$ cat config.mk
export PLATFORM = sky130hd
export DESIGN_NAME = mul_issue_sched
export DESIGN_NICKNAME = d
export VERILOG_FILES = /design/src/rtl/mul_issue_sched.sv
export SDC_FILE = /design/constraint.sdc
export NUM_CORES = 1
export LEC_CHECK = 0
export CAP_MARGIN = 5
export CORE_MARGIN = 2
export CORE_UTILIZATION = 40
export CTS_CLUSTER_DIAMETER = 200
export DETAILED_ROUTE_END_ITERATION = 8
export MAX_ROUTING_LAYER = met4
export PLACE_DENSITY = 0.67
export SLEW_MARGIN = 0
export SYNTH_ARGS = -nofsm -noshare
export SYNTH_HDL_FRONTEND = slang
export SYNTH_SLANG_ARGS = --single-unit
$ cat constraint.sdc
create_clock -name clock -period 3.4 [get_ports clock]
set_input_delay 0.51 -clock clock [delete_from_list [all_inputs] [get_ports clock]]
set_output_delay 0.51 -clock clock [all_outputs]
set_load 0.02 [all_outputs]
$ cat src/rtl/mul_issue_sched.sv
// Issue scheduler and completion buffer for the 8-stage pipelined multiplier.
// Round-robin issue gated by credits, so every in-flight result always has a buffer slot.
module mul_issue_sched #(
  parameter int NREQ      = 2,
  parameter int STAGE     = 8,
  parameter int BUF_DEPTH = 4,
  parameter int XLEN      = 32,
  parameter int PRF_LEN   = 6,
  parameter int ROB_LEN   = 5
) (
  input  logic                         clock,
  input  logic                         reset,
  input  logic [NREQ-1:0]              req_valid,
  input  logic                         squash,
  output logic [NREQ-1:0]              gnt,
  output logic [$clog2(NREQ)-1:0]      gnt_idx,
  output logic                         mul_enable,
  input  logic                         mul_valid,
  input  logic [XLEN-1:0]              mul_value,
  input  logic [PRF_LEN-1:0]           mul_prf_idx,
  input  logic [ROB_LEN-1:0]           mul_rob_idx,
  input  logic [XLEN-1:0]              mul_PC,
  output logic                         cdb_req,
  input  logic                         cdb_grant,
  output logic [XLEN-1:0]              cdb_value,
  output logic [PRF_LEN-1:0]           cdb_prf_idx,
  output logic [ROB_LEN-1:0]           cdb_rob_idx,
  output logic [XLEN-1:0]              cdb_PC,
  output logic [$clog2(BUF_DEPTH):0]   credits
);

  localparam int IDX_W   = $clog2(NREQ);
  localparam int PTR_W   = $clog2(BUF_DEPTH);
  localparam int CRED_W  = PTR_W + 1;
  localparam int ENTRY_W = 2 * XLEN + PRF_LEN + ROB_LEN;
  localparam logic [CRED_W-1:0] DEPTH_C = CRED_W'(BUF_DEPTH);

  logic [IDX_W-1:0]   rr_ptr;
  logic [STAGE-1:0]   stage_valid;
  logic [ENTRY_W-1:0] buf_mem [BUF_DEPTH];
  logic [PTR_W-1:0]   head;
  logic [PTR_W-1:0]   tail;
  logic [CRED_W-1:0]  count;
  logic [CRED_W-1:0]  inflight;
  logic               issue_ok;
  logic               found;
  logic [IDX_W-1:0]   cand;
  logic               live;
  logic               buf_empty;
  logic               fire;
  logic               push;
  logic               pop;
  logic [ENTRY_W-1:0] incoming;
  logic [ENTRY_W-1:0] presented;

  function automatic logic [PTR_W-1:0] next_ptr(input logic [PTR_W-1:0] p);
    return (p == PTR_W'(BUF_DEPTH - 1)) ? '0 : p + PTR_W'(1);
  endfunction

  always_comb begin
    inflight = '0;
    for (int s = 0; s < STAGE; s++) begin
      inflight = inflight + CRED_W'(stage_valid[s]);
    end
  end

  // In-flight plus buffered results never exceed BUF_DEPTH, so this cannot underflow.
  assign credits  = DEPTH_C - count - inflight;
  assign issue_ok = reset & ~squash & (credits != '0);

  always_comb begin
    found   = 1'b0;
    cand    = '0;
    gnt_idx = '0;
    for (int k = 0; k < NREQ; k++) begin
      cand = rr_ptr + IDX_W'(k);
      if (!found && req_valid[cand]) begin
        found   = 1'b1;
        gnt_idx = cand;
      end
    end
    if (!issue_ok) begin
      found   = 1'b0;
      gnt_idx = '0;
    end
    gnt = found ? ({{(NREQ-1){1'b0}}, 1'b1} << gnt_idx) : '0;
  end

  assign mul_enable = |gnt;

  // Pipeline outputs without a tracking bit belong to squashed issues and are dropped.
  assign live      = mul_valid & stage_valid[STAGE-1];
  assign buf_empty = (count == '0);
  assign incoming  = {mul_value, mul_prf_idx, mul_rob_idx, mul_PC};

  // CDB handshake: cdb_req is the valid and cdb_grant the ready; a result transfers on
  // the clock edge where both are high, and cdb_grant without cdb_req has no effect.
  // The buffer head has priority; an empty buffer bypasses the live pipeline result.
  assign cdb_req   = reset & ~squash & (~buf_empty | live);
  assign presented = cdb_req ? (buf_empty ? incoming : buf_mem[head]) : '0;
  assign {cdb_value, cdb_prf_idx, cdb_rob_idx, cdb_PC} = presented;

  assign fire = cdb_req & cdb_grant;
  assign pop  = fire & ~buf_empty;
  assign push = live & ~(fire & buf_empty);

  always_ff @(posedge clock or negedge reset) begin
    if (!reset) begin
      rr_ptr      <= '0;
      stage_valid <= '0;
      head        <= '0;
      tail        <= '0;
      count       <= '0;
    end else begin
      if (mul_enable) rr_ptr <= gnt_idx + IDX_W'(1);
      if (squash) begin
        stage_valid <= '0;
        head        <= '0;
        tail        <= '0;
        count       <= '0;
      end else begin
        stage_valid <= {stage_valid[STAGE-2:0], mul_enable};
        if (push) tail <= next_ptr(tail);
        if (pop)  head <= next_ptr(head);
        count <= count + CRED_W'(push) - CRED_W'(pop);
      end
    end
  end

  always_ff @(posedge clock) begin
    if (push && !squash) buf_mem[tail] <= incoming;
  end

  a_count_bound: assert property (@(posedge clock) disable iff (!reset)
    count <= DEPTH_C);
  a_gnt_onehot: assert property (@(posedge clock) disable iff (!reset)
    $onehot0(gnt));
  a_no_overflow: assert property (@(posedge clock) disable iff (!reset)
    !(live && count == DEPTH_C && !cdb_grant));

endmodule

* After elaboration in Yosys (flattened, before gate mapping)
Memory sizes are Yosys's and may differ from the RTL's. Index checks and enable logic that the tools add are counted. Widths: inputs -> output; s select.
Word-level totals: register bits after elaboration 16, RAM bits 300, input port bits 82, output and inout port bits 83, memories 1
Memories:
- buf_mem | words 4, bits a word 75, rd ports 1, clocked after memory_dff 0, write ports 1, line 40 | logic [ENTRY_W-1:0] buf_mem [BUF_DEPTH];
Cells by class: $add $sub $neg 15, order comparisons 2, equality and inequality tests 2, shifts and indexed selects 1, multiplexer cells 23, bitwise gates (word level) 12, reductions and logical operators 9
Operator list (number):
- $mux 75 | 2
- $add 3x1->3 | 6
- $mux 2 | 7
- $mux 1 | 12
- $and 1x1->1 | 8
- $mux 8 | 1
- $add 2x1->2 const B | 2
- $eq 2x2->1 const B | 2
- $lt 1x2->1 const B | 2
- $reduce_bool 2->1 | 2
- $add 2x1->3 | 1
- $logic_not 3->1 | 1
- $mux 3 | 1
- $not 1->1 | 3
- $reduce_bool 3->1 | 1
- $sub 3x1->3 | 1
- $sub 3x3->3 | 1
- $sub 3x3->3 const A | 1
- $add 1x1->1 const B | 2
- $add 1x1->2 | 1
- $logic_and 1x1->1 | 2
- $logic_not 1->1 | 2
- $reduce_or 2->1 | 1
- $shl 1x1->2 const A | 1
- $or 1x1->1 | 1

* Logic depth before layout (Yosys ltp)
Gate-level depths: netlist (run 1).
depth in word-level cells 15, depth in mapped cells 11

* Least setup slack after synthesis (run 1)
OpenSTA, ideal clock, no wires.
kind register -> output, start point register stage_valid[0], end point output gnt[1], arrival 3.426 ns, required time 2.890 ns, setup slack -0.536 ns, stages on the path, launching flop included 11, path buffers 0, cells stage by stage dfrtp_1 > fa_1 > fa_1 > fa_1 > ha_1 > inv_1 > ha_1 > xor2_1 > xnor2_2 > nor3_2 > nor3_1
Between the ends: word-level cells in the longest chain between the ends 13, elaborated cells on any way between the ends 14
RTL lines:
- start: declaration | line 39 | logic [STAGE-1:0] stage_valid;
- start signal: assignment | line 122 | stage_valid <= {stage_valid[STAGE-2:0], mul_enable};
- $add 1x1->2 * | line 63 | inflight = inflight + CRED_W'(stage_valid[s]);
- $add 2x1->3 * | line 63
- $add 3x1->3 * (5 in series) | line 63
- $sub 3x3->3 * | line 68 | assign credits = DEPTH_C - count - inflight;
- named net credits[2] | line 29 | output logic [$clog2(BUF_DEPTH):0] credits
- $reduce_bool 3->1 * | line 69 | assign issue_ok = reset & ~squash & (credits != '0);
- $and 1x1->1 * | line 69
- $mux 1 | line 82 | if (!issue_ok) begin
- $shl 1x1->2 | line 86 | gnt = found ? ({{(NREQ-1){1'b0}}, 1'b1} << gnt_idx) : '0;
- $mux 2 * | line 86
- end: declaration | line 15 | output logic [NREQ-1:0] gnt,
The timed path passes the listed nets; every way through them passes the cells marked *.

* Worst setup path in the final report (run 1)
start point register stage_valid[5], end point output gnt[0]
Between the ends: word-level cells in the longest chain between the ends 9, elaborated cells on any way between the ends 10
RTL lines (line):
- $add 3x1->3 * (3 in series) | 63
- $sub 3x3->3 * | 68
- $reduce_bool 3->1 * | 69
- $and 1x1->1 * | 69
- $mux 1 | 82
- $shl 1x1->2 | 86
- $mux 2 * | 86
Mark *: on every way between the ends. The rest lies on a longest branch, timed or not.

==> flow_summary.json, run 1 <==
{
  "arrival_ps": 3660,
  "vias": 7388,
  "tritoncts": "built",
  "htreeDepth": 2,
  "async_reset_ff_share_pct": 5.06,
  "fin_setup_tns_ps": -3810,
  "clock_latency_ps": 500,
  "hold_violations": 0,
  "ys_types": 32,
  "cts_root_buffer": "clkbuf_16",
  "yosysMostFrequentCell": "edfxtp_1",
  "utilization_pct": 51.9,
  "yosysSeqAreaShare_pct": 72.1,
  "drt_iter0_markers": 526,
  "first_pass_iters": 4,
  "ir_drop_v": 0.000261,
  "ys_warn_count": 0,
  "finalWorstPathRequiredPeriod_ps": 4170,
  "status": "finished with violations",
  "syn_inst": 746,
  "viasPerCell": 5.27,
  "relSlewSlack_pct": 59.8,
  "core-area_um2": 32300,
  "wire_per_inst_um": 20.0,
  "port_buffers": 164,
  "yosysTopAreaCell": "edfxtp_1",
  "finalMaxSlewViolations": 0,
  "layout-drive-gt1-share_pct": 19.9,
  "timing.fmax_mhz": 240,
  "netlist_top_cells_count": "edfxtp_1, a21oi_1, nand2_1, nand3_1, mux4_2",
  "tightestPinTransition_ps": 597,
  "ant_nets": 0,
  "grt_pass1_vias": 7638,
  "grt_first_pass_wirelength_mm": 43.2,
  "start_util_pct": 40.4,
  "io_pins": 165,
  "cts.sinks": 316,
  "rsz0062_at_grt": "yes",
  "dieArea_um2": 34100,
  "cts_hold_buf": 0,
  "syn_area_um2": 13000,
  "hold_path.class": "in -> async",
  "grt_max_degree": 79,
  "holdWs_ps": 256,
  "synth.area.top_cells": "edfxtp_1, mux4_2, dfrtp_1, a21oi_1, nand3_1",
  "final_nets": 1036,
  "synth_top_area_share_pct": 69.1,
  "required_ps": 2890,
  "fillers": 2614,
  "setup_slack_ps": -773,
  "end_kind": "output pin",
  "die_w_um": 185,
  "antenna_found_initial": 1,
  "track_usage_pct": 17.0,
  "rows": 66,
  "maxCapViolations": 0,
  "syn_nets": 847,
  "hpwl_mm": 16.5,
  "syn_avg_cell_area_um2": 17.5,
  "multi_input_area_um2": 3500,
  "skew_ps": 9.99,
  "die_y_um": 185,
  "overflow": 0,
  "synthToLayoutAreaGrowth_pct": 28.4,
  "seqCellArea_um2": 9420,
  "power_leakage_nw": 5.14,
  "violations": "setup timing",
  "cts_buffers": 35,
  "fin_crit_sh_pct": 123,
  "power_mw": 8.20,
  "crit_fanout": 5,
  "routed_wl_mm": 28.1,
  "clk_path_buf_depth": 3,
  "synthFlopType": "edfxtp_1",
  "finalSetupViolations": 7,
  "gp_congestion": 0.749,
  "ys_ff_latch": 316,
  "cellPowerDensity_nw_per_um2": 489,
  "synth-edff-count": 300,
  "startpoint_type": "flop",
  "remaining_drc_errors": 0,
  "critPathKind": "reg -> out",
  "path_clk_slew_ps": 60
}
worst max-delay path: stages, from the launching register on:
cell and delay (ps):
dfrtp_1 390, fa_2 400, fa_1 520, fa_1 410, ha_1 300, inv_2 70, ha_4 140, xor2_4 200
xnor2_4 150, nor3_4 70, buf_12 130, a2111oi_4 180, buf_4 190
worst paths after layout:
check	startpoint	cells past startpoint	slack, ps	end
min in group clock	stage_valid[6]	2	510	stage_valid[7]
min	reset	1	260	rr_ptr
max reg2reg	stage_valid[5]	14	-40	rr_ptr
max in group asynchronous	reset	2	2710	head[0]
min reg2reg	stage_valid[6]	2	510	stage_valid[7]
max	stage_valid[5]	12	-770	gnt[0]
power breakdown:
group	switching, mW	total, mW	internal, mW
clock network	1.39	3.52	2.14
logic	0.189	0.396	0.208
registers	0.0116	4.28	4.27
total	1.59	8.20	6.61
stage by stage:
stage | instances | worst slack, ps | area (um^2)
3_3_place_gp | 1336 | -710 | 15600
2_1_floorplan | 746 | -185 | 13100
4_1_cts | 1402 | -817 | 16700
5_1_grt | 1403 | -909 | 16800
3_5_place_dp | 1336 | -760 | 15600
6_report | 1403 | -773 | 16800
layout make-up:
cell class,instances,share of cell area (%)
Sequential cell,316,56.2
Multi-Input combinational cell,369,20.9
Timing Repair Buffer,204,12.9
Clock buffer,48,5.77
Tap cell,442,3.30
Clock inverter,14,0.687
Inverter,9,0.202
Antenna cell,1,0.0149
cells in the final DEF (no fill, tap or decap), drive strengths merged, types with 11 or more instances in the layout:
master and n:
nand2 77, clkbuf 48, mux4 75, buf 47, clkinv 11, nand3 76
clkdlybuf4s50 157, ha 13, a21oi 77, edfxtp 300, dfrtp 16
state kept, by name, summed over array words and instances, names as in the netlist:
register / flops
count: 3
stage_valid: 8
tail: 2
rr_ptr: 1
buf_mem: 300
head: 2
routing by layer:
layer,track usage (%),vias up,part of all wire [%]
met1,22.5,3822,44
li1,-,3317,-
met5,-,-,0
met4,4.00,0,1.4
met3,2.88,33,5.3
met2,27.8,216,50
kinds of logic (layout without fill, tap and decap cells):
logic type | count (synthesis) | after routing | share of synthesized area, %
flops | 316 | 316 | 72.1
simple gates | 183 | 183 | 6.46
compound gates | 84 | 84 | 3.49
mux | 77 | 77 | 13.1
buf+inv | 61 | 275 | 2.07
fa+ha+maj | 19 | 19 | 2.17
xor+xnor | 6 | 6 | 0.566
other cells | 0 | 1 | 0
repair_timing:
item,CTS,global route
pin swaps,4,2
endpoints found under the setup margin,7,8
gates resized for setup,46,4
buffers inserted,5,1
Power figures use the tool's default switching activity.
==> run 2: changes to the inputs <==
DONT_BUFFER_PORTS = 1   (was unset)
PLACE_DENSITY = 0.6   (was 0.67)
==> flow_summary.json, run 2 (synthesis results as in run 1) <==
{
  "status": "finished with violations",
  "violations": "setup timing",
  "rsz0062_at_grt": "yes",
  "tritoncts": "built",
  "worstReg2RegStart": "stage_valid[0]",
  "remaining_drc_errors": 0,
  "finalWorstPathRequiredPeriod_ps": 4090,
  "r2r_cells": 13,
  "tightestPinTransition_ps": 1100,
  "relSlewSlack_pct": 26.4,
  "fillers": 2753,
  "timing.fmax_mhz": 245,
  "cpLargestDelayFamily": "adder cells",
  "clk_path_buf_depth": 3,
  "dieArea_um2": 34100,
  "ant_nets": 0,
  "die_w_um": 185,
  "finalMaxSlewViolations": 0,
  "largest_reg_flops": 300,
  "antenna_found_initial": 0,
  "io_pins": 165,
  "first_pass_iters": 7,
  "mostFrequentLayoutCell": "edfxtp_1",
  "htreeDepth": 2,
  "final_nets": 870,
  "min_from": "squash",
  "slowest_stage": "fa_1",
  "critPathKind": "reg -> out",
  "arrival_ps": 3580,
  "gp_congestion": 0.721,
  "die_y_um": 185,
  "setup_slack_ps": -686,
  "maxCapViolations": 0,
  "cellPowerDensity_nw_per_um2": 526,
  "cp-startpoint": "stage_valid[0]",
  "track_usage_pct": 17.0,
  "regMostFlops": "buf_mem",
  "drt_iter0_markers": 423,
  "holdPathEnd": "tail[1]",
  "cts.sinks": 316,
  "startpoint_type": "flop",
  "crit_path_max_incr_delay_ps": 540,
  "finalSetupViolations": 6,
  "hold_depth": 1,
  "clock_latency_ps": 500,
  "start_util_pct": 40.4,
  "wire_per_inst_um": 22.6,
  "cts_root_buffer": "clkbuf_16",
  "cp.buffers_inverters": 2,
  "port_buffers": 0,
  "core-area_um2": 32300,
  "path_cells": "fa_2 -> fa_1 -> fa_1 -> ha_1 -> inv_2 -> ha_4 -> xor2_4 -> xnor2_4 -> nor3_4 -> a2111oi_4 -> buf_4",
  "vias": 6795,
  "power_leakage_nw": 4.44,
  "crit_fanout": 4,
  "rows": 66,
  "viasPerCell": 5.50,
  "met1_usage_pct": 20.5,
  "r2r-end": "rr_ptr",
  "antenna_cells": 0,
  "largest_registers": "buf_mem (300), stage_valid (8), count (3)",
  "hold_path.class": "in -> reg",
  "holdWs_ps": 75.7,
  "synthToLayoutAreaGrowth_pct": 14.1,
  "reg2reg_slack_ps": 0,
  "fin_crit_sh_pct": 120,
  "use_met2_pct": 28.5,
  "cts_buffers": 35,
  "grt_use_met3_pct": 4.33,
  "cp_common_cell": "fa_1",
  "required_ps": 2890,
  "grt_most_used_layer": "met2",
  "hold_violations": 0,
  "ir_drop_v": 0.000427,
  "path_clk_slew_ps": 60,
  "layout_common_cells": "edfxtp_1, nand2_1, a21oi_1, nand3_1, mux4_2",
  "grt_pass1_vias": 7284,
  "power_mw": 7.83,
  "grt_first_pass_wirelength_mm": 42.2,
  "overflow": 0,
  "end_kind": "output pin",
  "routed_wl_mm": 28.0,
  "skew_ps": 18.0,
  "layout-drive-gt1-share_pct": 22.1,
  "hpwl_mm": 16.3,
  "grt_max_degree": 81
}
[run 2: changes by cell type in the layout (fill, tap and decap cells not counted), sizes merged, moves of 3 or more]
| cell | before | now |
|---|---|---|
| clkdlybuf4s50 | 157 | 0 |
| buf | 47 | 37 |
| clkbuf | 48 | 43 |
| clkinv | 11 | 14 |
[run 2: worst register-to-register path: cells and delay by family (launching register included)]
family                     cells  cell delay [ps]
adders and majority gates      5             1820
buffers and inverters          4              430
DFF                            1              400
AOI/OAI and AO/OA              2              350
xor gates and xnor gates       2              310
[run 2: what timing repair did]
action / in CTS / in global routing
endpoints found under the hold margin: 16 / 0
setup buffers: 1 / 1
endpoints found under the setup margin: 6 / 7
resized for setup: 4 / 3
pin swaps: 5 / 0
hold buffers: 1 / 0
[run 2: how the worst max path moves through the flow]
stage	end	slack [ps]	cells after the start
after floorplan	gnt[0]	-190	10
after global placement	gnt_idx	-210	11
after detailed placement	gnt[1]	-300	11
after CTS	gnt[0]	-730	11
after global routing	gnt[0]	-820	11
final	gnt[0]	-690	11
[run 2: power by group]
group	internal (mW)	total [mW]	switching, mW
clock network	1.96	3.36	1.40
logic	0.0844	0.191	0.107
registers	4.27	4.28	0.0120
[run 2: layout make-up]
| cell class | instances | area (um^2) | area share [%] |
|---|---|---|---|
| Clock inverter | 18 | 109 | 0.731 |
| Clock buffer | 43 | 906 | 6.08 |
| Tap cell | 442 | 553 | 3.71 |
| Inverter | 9 | 33.8 | 0.227 |
| Sequential cell | 316 | 9420 | 63.2 |
| Timing Repair Buffer | 38 | 374 | 2.51 |
| Multi-Input combinational cell | 369 | 3500 | 23.5 |
[run 2: through the flow]
step                std cells  TNS (ps)  util (%)  setup WS, ps  cell area [um^2]
global route             1235     -4160      46.1          -823             14900
global placement         1171      -706      42.8          -209             13800
floorplan                 746      -639         -          -185             13100
finish                   1235     -3340      46.1          -686             14900
CTS                      1234     -3530      46.0          -734             14900
detailed placement       1171     -1080      42.8          -302             13800
[run 2: routing by layer]
metal	up-vias	part of all wire (%)
li1	2992	-
met1	3536	39
met2	226	51
met3	41	7.6
met4	0	2.0
met5	-	0
==> run 3: changes to the inputs <==
SKIP_CTS_REPAIR_TIMING = 1   (was unset)
==> flow_summary.json, run 3 (synthesis results as in run 1) <==
{
  "violations": "hold timing, setup timing",
  "first_pass_iters": 5,
  "p_int_mw": 6.31,
  "die_w_um": 185,
  "endpoint": "gnt[1]",
  "cts_buffers": 35,
  "wire_per_inst_um": 22.7,
  "path_clk_slew_ps": 60,
  "maxCapViolations": 0,
  "hold_path.class": "in -> async",
  "r2r-end": "rr_ptr",
  "startpoint_type": "flop",
  "final_nets": 868,
  "start_util_pct": 40.4,
  "end_kind": "output pin",
  "tritoncts": "built",
  "core-area_um2": 32300,
  "dp_cells": 1171,
  "fin_crit_sh_pct": 120,
  "clock_latency_ps": 500,
  "placedInstanceArea_um2": 13800,
  "pwr-share-seq_pct": 54.7,
  "cp-startpoint": "stage_valid[0]",
  "skew_ps": 17.5,
  "antenna_cells": 0,
  "overflow": 0,
  "hpwl_mm": 16.3,
  "routed_wl_mm": 28.0,
  "rows": 66,
  "fin_setup_tns_ps": -3270,
  "p_clk_share_pct": 43.0,
  "seqCellArea_um2": 9420,
  "setup_slack_ps": -685,
  "hold_violations": 16,
  "reg2reg_slack_ps": 120,
  "drt_iter0_markers": 463,
  "final_area_um2": 14900,
  "switching_power_mw": 1.52,
  "layout-drive-gt1-share_pct": 22.0,
  "cellPowerDensity_nw_per_um2": 526,
  "required_ps": 2890,
  "critPathKind": "reg -> out",
  "cts_root_buffer": "clkbuf_16",
  "track_usage_pct": 16.9,
  "port_buffers": 0,
  "remaining_drc_errors": 0,
  "grt_first_pass_wirelength_mm": 42.0,
  "status": "finished with violations",
  "rsz0062_at_grt": "yes",
  "utilization_pct": 46.0,
  "worstReg2RegStart": "stage_valid[0]",
  "ir_drop_v": 0.000427,
  "r2r_cells": 12,
  "ant_nets": 0,
  "p_sw_share_pct": 19.4,
  "vias": 6794,
  "regMostFlops": "buf_mem",
  "pwr-share-comb_pct": 2.3,
  "finalMaxSlewViolations": 0,
  "finalWorstPathRequiredPeriod_ps": 4080,
  "largest_reg_flops": 300,
  "dieArea_um2": 34100,
  "final-instance-count-excl-fill": 1233,
  "io_pins": 165,
  "grt_max_degree": 81,
  "htreeDepth": 2,
  "fillers": 2753,
  "mostFrequentLayoutCell": "edfxtp_1",
  "crit_fanout": 4,
  "finalSetupViolations": 6,
  "die_y_um": 185,
  "viasPerCell": 5.51,
  "clk_path_buf_depth": 3,
  "grt_pass1_vias": 7266,
  "relSlewSlack_pct": 26.3,
  "multi_input_area_um2": 3500,
  "synthToLayoutAreaGrowth_pct": 14.0,
  "antenna_found_initial": 0,
  "holdWs_ps": -300,
  "timing.fmax_mhz": 245,
  "cts.sinks": 316,
  "power_leakage_nw": 4.43,
  "arrival_ps": 3570,
  "tightestPinTransition_ps": 1110,
  "gp_congestion": 0.721,
  "largest_registers": "buf_mem (300), stage_valid (8), count (3)",
  "layout_common_cells": "edfxtp_1, nand2_1, a21oi_1, nand3_1, mux4_2"
}
run 3: per-layer routing:
metal,global-route usage (%),part of all wire [%],up-vias
met5,-,0,-
met4,4.64,2.0,0
met3,4.33,7.4,41
met2,28.3,51,231
met1,20.5,40,3538
li1,-,-,2984
run 3: power by group through the flow:
stage	sequential, mW	combinational [mW]	clock [mW]
detailed placement	4.36	0.162	0
CTS	4.28	0.163	3.46
finish	4.28	0.180	3.36
global route	4.28	0.190	3.63
floorplan	4.36	0.119	0
global placement	4.36	0.157	0
run 3: critical path, cell delays in order, from the launching register on:
cell	delay (ps)
dfrtp_1	400
fa_2	400
fa_1	540
fa_1	420
ha_1	290
inv_2	70
ha_4	150
xor2_4	200
xnor2_4	150
nor3_4	70
buf_4	160
nor3_4	220
run 3: cell type report:
cell class	instances	area share [%]
clock buffers	43	6.09
clock inverters	18	0.732
inverters	9	0.227
multi-input cells	369	23.5
flip-flops and latches	316	63.3
well taps	442	3.72
repair buffers	36	2.37
run 3: worst min path at each step:
stage	end	depth (start not counted)	slack [ps]	start
floorplan	count[0]	0	210	reset
global placement	stage_valid[6]	0	220	reset
detailed placement	stage_valid[4]	0	220	reset
CTS	tail[1]	0	-320	reset
global route	tail[1]	0	-330	reset
finish	tail[1]	0	-300	reset
run 3: per-stage QoR:
| stage | worst slack, ps | total power [mW] |
|---|---|---|
| after floorplan | -185 | 4.48 |
| after global placement | -209 | 4.52 |
| after detailed placement | -302 | 4.52 |
| after CTS | -835 | 7.90 |
| after global routing | -815 | 8.10 |
| final | -685 | 7.82 |
